### src/rtl/router_vc_output_buffer.sv
// -----------------------------------------------------------------------------
// router_vc_output_buffer
//
// Output channel of a mesh router. NUM_VC virtual channels each own a
// VC_DEPTH-entry FIFO. Flits come in from the crossbar. At most one flit per
// cycle is drained to the inter-router link when the downstream is ready.
// Emptiness comes from the per-VC occupancy counters, so an all-zero flit is a
// normal payload.
//
// Optional feature (compile-time macro OCH_POLARITY_EN):
//   defined   - VC i may drain only when i[0] == polarity (even VCs on
//               polarity=0, odd VCs on polarity=1). Round-robin runs over that
//               subset, and the rr_ptr update rule does not change.
//   undefined - polarity is ignored, and every non-empty VC is eligible.
//
// Handshake semantics:
//   Input side : a flit is taken at a posedge when in_valid=1. It is written
//                only if the target VC was not full before that edge. in_ready
//                reports that state, and a push to a full VC is dropped and
//                sets the sticky overflow flag. in_ready does not gate
//                in_valid.
//   Output side: out_ready is sampled at the posedge. If it is high and some
//                VC is eligible, one flit is popped and shown for exactly one
//                cycle on out_valid/out_vc/out_data. There is no hold: the
//                downstream must take it. out_data is zero whenever
//                out_valid=0.
//
// Ports:
//   clk, reset      clock; synchronous active-high reset
//   polarity        router cycle polarity (used only with OCH_POLARITY_EN)
//   in_valid/in_vc/in_data   flit offered by the crossbar
//   in_ready        per-VC "not full", from registered state
//   vc_blocked      per-VC "has data but out_ready is low" (combinational)
//   out_ready       downstream accepts a flit this cycle
//   out_valid/out_vc/out_data  registered output flit, one-cycle pulse
//   overflow        sticky flag: a push to a full VC was dropped
// -----------------------------------------------------------------------------
module router_vc_output_buffer #(
    parameter int DATA_W   = 64,
    parameter int NUM_VC   = 2,
    parameter int VC_DEPTH = 4
) (
    input  logic                       clk,
    input  logic                       reset,
    input  logic                       polarity,
    input  logic                       in_valid,
    input  logic [$clog2(NUM_VC)-1:0]  in_vc,
    input  logic [DATA_W-1:0]          in_data,
    output logic [NUM_VC-1:0]          in_ready,
    output logic [NUM_VC-1:0]          vc_blocked,
    input  logic                       out_ready,
    output logic                       out_valid,
    output logic [$clog2(NUM_VC)-1:0]  out_vc,
    output logic [DATA_W-1:0]          out_data,
    output logic                       overflow
);

    localparam int VC_W  = $clog2(NUM_VC);
    localparam int CNT_W = $clog2(VC_DEPTH + 1);
    localparam int PTR_W = $clog2(VC_DEPTH);
    localparam logic [CNT_W-1:0] FULL_CNT = CNT_W'(VC_DEPTH);

    logic [DATA_W-1:0] mem    [NUM_VC][VC_DEPTH];
    logic [PTR_W-1:0]  wr_ptr [NUM_VC];
    logic [PTR_W-1:0]  rd_ptr [NUM_VC];
    logic [CNT_W-1:0]  count  [NUM_VC];
    logic [VC_W-1:0]   rr_ptr;

    logic [NUM_VC-1:0] eligible;
    logic [NUM_VC-1:0] push_ok;
    logic [NUM_VC-1:0] pop_ok;
    logic              any_elig;
    logic [VC_W-1:0]   winner;
    logic [VC_W-1:0]   cand;
    logic [DATA_W-1:0] head_data;

`ifndef OCH_POLARITY_EN
    // polarity has no effect in this build.
    logic unused_polarity;
    assign unused_polarity = polarity;
`endif

    // Per-VC status. All of it comes from the pre-edge count, so a full VC
    // refuses a push even when it pops in the same cycle.
    always_comb begin
        in_ready   = '0;
        vc_blocked = '0;
        eligible   = '0;
        push_ok    = '0;
        for (int i = 0; i < NUM_VC; i++) begin
            in_ready[i]   = (count[i] != FULL_CNT);
            vc_blocked[i] = (count[i] != '0) && !out_ready;
`ifdef OCH_POLARITY_EN
            eligible[i]   = (count[i] != '0) && (((i % 2) == 1) == polarity);
`else
            eligible[i]   = (count[i] != '0);
`endif
            push_ok[i]    = in_valid && (in_vc == VC_W'(i)) && (count[i] != FULL_CNT);
        end
    end

    // Round-robin search from rr_ptr. NUM_VC is a power of two, so the VC_W-bit
    // add wraps modulo NUM_VC.
    always_comb begin
        any_elig = 1'b0;
        winner   = '0;
        cand     = '0;
        for (int k = 0; k < NUM_VC; k++) begin
            cand = rr_ptr + VC_W'(k);
            if (!any_elig && eligible[cand]) begin
                any_elig = 1'b1;
                winner   = cand;
            end
        end
    end

    always_comb begin
        pop_ok = '0;
        for (int i = 0; i < NUM_VC; i++) begin
            pop_ok[i] = out_ready && any_elig && (winner == VC_W'(i));
        end
    end

    assign head_data = mem[winner][rd_ptr[winner]];

    // Flit storage is not reset. The counters alone say which entries hold
    // data.
    always_ff @(posedge clk) begin
        for (int i = 0; i < NUM_VC; i++) begin
            if (!reset && push_ok[i]) begin
                mem[i][wr_ptr[i]] <= in_data;
            end
        end
    end

    always_ff @(posedge clk) begin
        if (reset) begin
            rr_ptr    <= '0;
            out_valid <= 1'b0;
            out_vc    <= '0;
            out_data  <= '0;
            overflow  <= 1'b0;
            for (int i = 0; i < NUM_VC; i++) begin
                wr_ptr[i] <= '0;
                rd_ptr[i] <= '0;
                count[i]  <= '0;
            end
        end else begin
            for (int i = 0; i < NUM_VC; i++) begin
                // VC_DEPTH is a power of two, so the pointers wrap by themselves.
                if (push_ok[i]) wr_ptr[i] <= wr_ptr[i] + 1'b1;
                if (pop_ok[i])  rd_ptr[i] <= rd_ptr[i] + 1'b1;
                count[i] <= count[i] + CNT_W'(push_ok[i]) - CNT_W'(pop_ok[i]);
            end

            if (in_valid && (count[in_vc] == FULL_CNT)) begin
                overflow <= 1'b1;
            end

            if (out_ready && any_elig) begin
                out_valid <= 1'b1;
                out_vc    <= winner;
                out_data  <= head_data;
                rr_ptr    <= winner + 1'b1;
            end else begin
                out_valid <= 1'b0;
                out_vc    <= '0;
                out_data  <= '0;
            end
        end
    end

endmodule

### config.mk
export PLATFORM = sky130hd
export DESIGN_NAME = router_vc_output_buffer
export DESIGN_NICKNAME = d
export VERILOG_FILES = /design/src/rtl/router_vc_output_buffer.sv
export SDC_FILE = /design/constraint.sdc
export NUM_CORES = 1
export LEC_CHECK = 0
export BUFFER_PORTS_ARGS = -buffer_cell sky130_fd_sc_hd__buf_2
export CAP_MARGIN = 0
export CORE_MARGIN = 8
export CORE_UTILIZATION = 35
export DETAILED_ROUTE_END_ITERATION = 10
export PLACE_DENSITY = 0.47
export RECOVER_POWER = 100
export SLEW_MARGIN = 20
export SYNTH_ARGS = -nofsm -noshare
export SYNTH_HDL_FRONTEND = slang
export SYNTH_SLANG_ARGS = --single-unit
export TNS_END_PERCENT = 1
### constraint.sdc
create_clock -name clk -period 4.42 [get_ports clk]
set_clock_uncertainty 0.15 [all_clocks]
set_input_delay 0.663 -clock clk [delete_from_list [all_inputs] [get_ports clk]]
set_output_delay 0.663 -clock clk [all_outputs]
set_load 0.03 [all_outputs]
==> reports/metrics.yaml <==
cts_setup_buffers: 0
drtIter0Drc: 480
synth_simple_gate_area_share_pct: 3.342
worstHoldPathCells: 3
synth_top_family_by_area: "multiplexers"
mostFrequentLayoutCells: "edfxtp_1, mux2i_1, clkbuf_1, nand2_1, dfxtp_1"
violations: "max-capacitance violations, max-slew violations"
syn_inst: 1262
place.gp.congestion: 0.6865
root_buffer: "clkbuf_16"
finalHoldViolCount: 0
cts_max_level: 3
critical_path_class: "flop to flop"
critical_path_arrival_ns: 3.87
synth_compound_area_share_pct: 3.141
synth-main-ff-cell: "edfxtp_1"
drt-pass1-iter-count: 4
ys_seq_elements: 594
r2r_slack_ns: 0.93
netlist_area_mm2: 0.02242
min_from: "in_valid"
final_cell_count_no_fill: 2328
design.die.area_mm2: 0.07242
final_layout_size_suffix_gt1_share_pct: 9.195
maxCapViolCount: 4
core-area_mm2: 0.06320
synthMuxAreaShare_pct: 14.33
fin_tns_setup_ns: 0
period_share_pct: 79.04
synthArstFlopShare_pct: 0
numCtsBuffers: 67
r2r_cells: 6
clk_pin_slew_ns: 0.06
dp.cells: 2201
num_rows: 92
worst_slew_pin_slew_ns: 2.134
cts.path.max_buffers: 3
vias: 11190
worstSetupStartpointType: "flop"
synth_cell_type_count: 35
seq_area_frac_synth_pct: 76.24
avgSynthCellArea_um2: 17.77
cts_tree: "done"
timing.rr.start: "count[0][1]"
start_util_pct: 35.48
hold_path.class: "input port to flop"
r2r-end: "out_data[8]"
post_drt_wl_per_cell_um: 21.67
io_buffers: 139
rsz0062_at_grt: "false"
p_leak_uw: 0.009104
drc: 0
fin_util_pct: 41.45
grt_remaining_overflow: 0
die_h_um: 269.1
synth_xor_area_share_pct: 0.2343
hold_buffers: 0
io_pins: 141
totalPowerFinal_uw: 15860
via_per_inst: 4.806
whs_ns: 0.2017
fin_crit_ns: 3.494
clock_sinks: 594
antenna_found_initial: 7
maxSlewViolCount: 136
clock.fmax_ghz: 0.2862
synth_fa_ha_area_share_pct: 0.8481
ir_drop_v: 0.0003979
area_growth_pct: 16.82
ant_nets: 0
status: "finished with violations"
grtUsageTotal_pct: 13.67
place_hpwl_um: 26260
finalWirelength_um: 50460
worstPathMaxFanout: 30
grt_pass1_vias: 11810
ys_warn_count: 0
dieWidth_um: 269.1
layout_commonest_cell: "edfxtp_1"
syn-num-nets: 1346
synth_edf_count: 520
crit_path_end_kind: "flop"
setup_viol: 0
slew_headroom_pct: -42.27
grt_max_degree: 84
grt_pass1_wl_um: 75340
clk_latency_ns: 0.60
final_net_count: 1508
ctsResizeCount: 0
powerDensity_mw_per_mm2: 605.4
required_ns: 4.79
holdPathEnd: "overflow"
[layout make-up]
class / count / area (µm²)
diodes: 3 / 7.507
clock buffers: 99 / 1929
clock inverters: 25 / 284.0
fillers: 5701 / 37000
inverters: 12 / 45.04
multi-input cells: 589 / 4935
flip-flops and latches: 594 / 17100
well taps: 846 / 1059
repair buffers: 160 / 839.6
[how the worst max path moves through the flow]
stage           startpoint     endpoint  slack, ns  cells after the start
2_1_floorplan        in_vc    mem[0][0]       1.12                      2
5_1_grt        count[0][1]  mem[0][118]       0.71                      4
3_3_place_gp         reset  mem[0][210]       1.19                      4
4_1_cts        count[0][1]  out_data[8]       1.49                      6
6_report       count[0][1]  out_data[8]       0.93                      6
3_5_place_dp         reset  mem[0][244]       1.21                      4
[Yosys cell counts (2+ instances only)]
cell type | count | area, µm²
a21oi_1 | 3 | 15.01
edfxtp_1 | 520 | 15610
clkbuf_4 | 4 | 30.03
nand2_1 | 128 | 480.5
mux2i_1 | 321 | 3213
buf_2 | 16 | 80.08
and2_1 | 11 | 68.82
xor2_1 | 2 | 17.52
fa_1 | 2 | 40.04
nor2b_1 | 6 | 37.54
clkbuf_1 | 30 | 112.6
nor2_1 | 16 | 60.06
or3_1 | 2 | 12.51
buf_4 | 9 | 67.56
buf_6 | 7 | 78.83
ha_1 | 12 | 150.1
dfxtp_1 | 74 | 1481
xnor2_1 | 4 | 35.03
or2_2 | 3 | 18.77
inv_1 | 12 | 45.04
a32o_1 | 65 | 650.6
nor3b_1 | 2 | 15.01
[stage by stage]
stage / setup WS (ns) / area [µm²]
6_report: 0.9264 / 26200
5_1_grt: 0.7094 / 26190
4_1_cts: 1.485 / 26390
3_5_place_dp: 1.214 / 24180
3_3_place_gp: 1.185 / 24180
2_1_floorplan: 1.121 / 22420
[sequential cells by signal, indices dropped and copies added (netlist names)]
name and count:
mem 512, out_data 64, count 6, rd_ptr 4, wr_ptr 4, out_valid 1
out_vc 1, overflow 1, rr_ptr 1
[worst max-delay path: stages, from the launching register on]
cell and delay (ns):
dfxtp_1 0.36, nor3_1 0.59, o21a_2 0.26, buf_4 0.43
a22o_1 0.94, buf_4 0.45, a32o_1 0.21
[logic make-up after synthesis]
logic type      Yosys count
flops                   594
mux                     321
simple gates            175
buf+inv                  79
compound gates           73
fa+ha+maj                14
xor+xnor                  6
[metal layers]
metal  global-route usage [%]  up-vias  share of wire [%]
li1                         -     5205                  -
met1                    16.72     5716                 44
met2                    23.70      177                 50
met3                    3.408       82                4.1
met4                    4.087        8                2.3
met5                        0        -              0.097
[report_power, final]
part	total (µW)	switching, µW	internal (µW)
clock network	5520	2180	3340
registers	6670	183	6490
logic	3670	2420	1250
(Power assumes the default switching activity.)
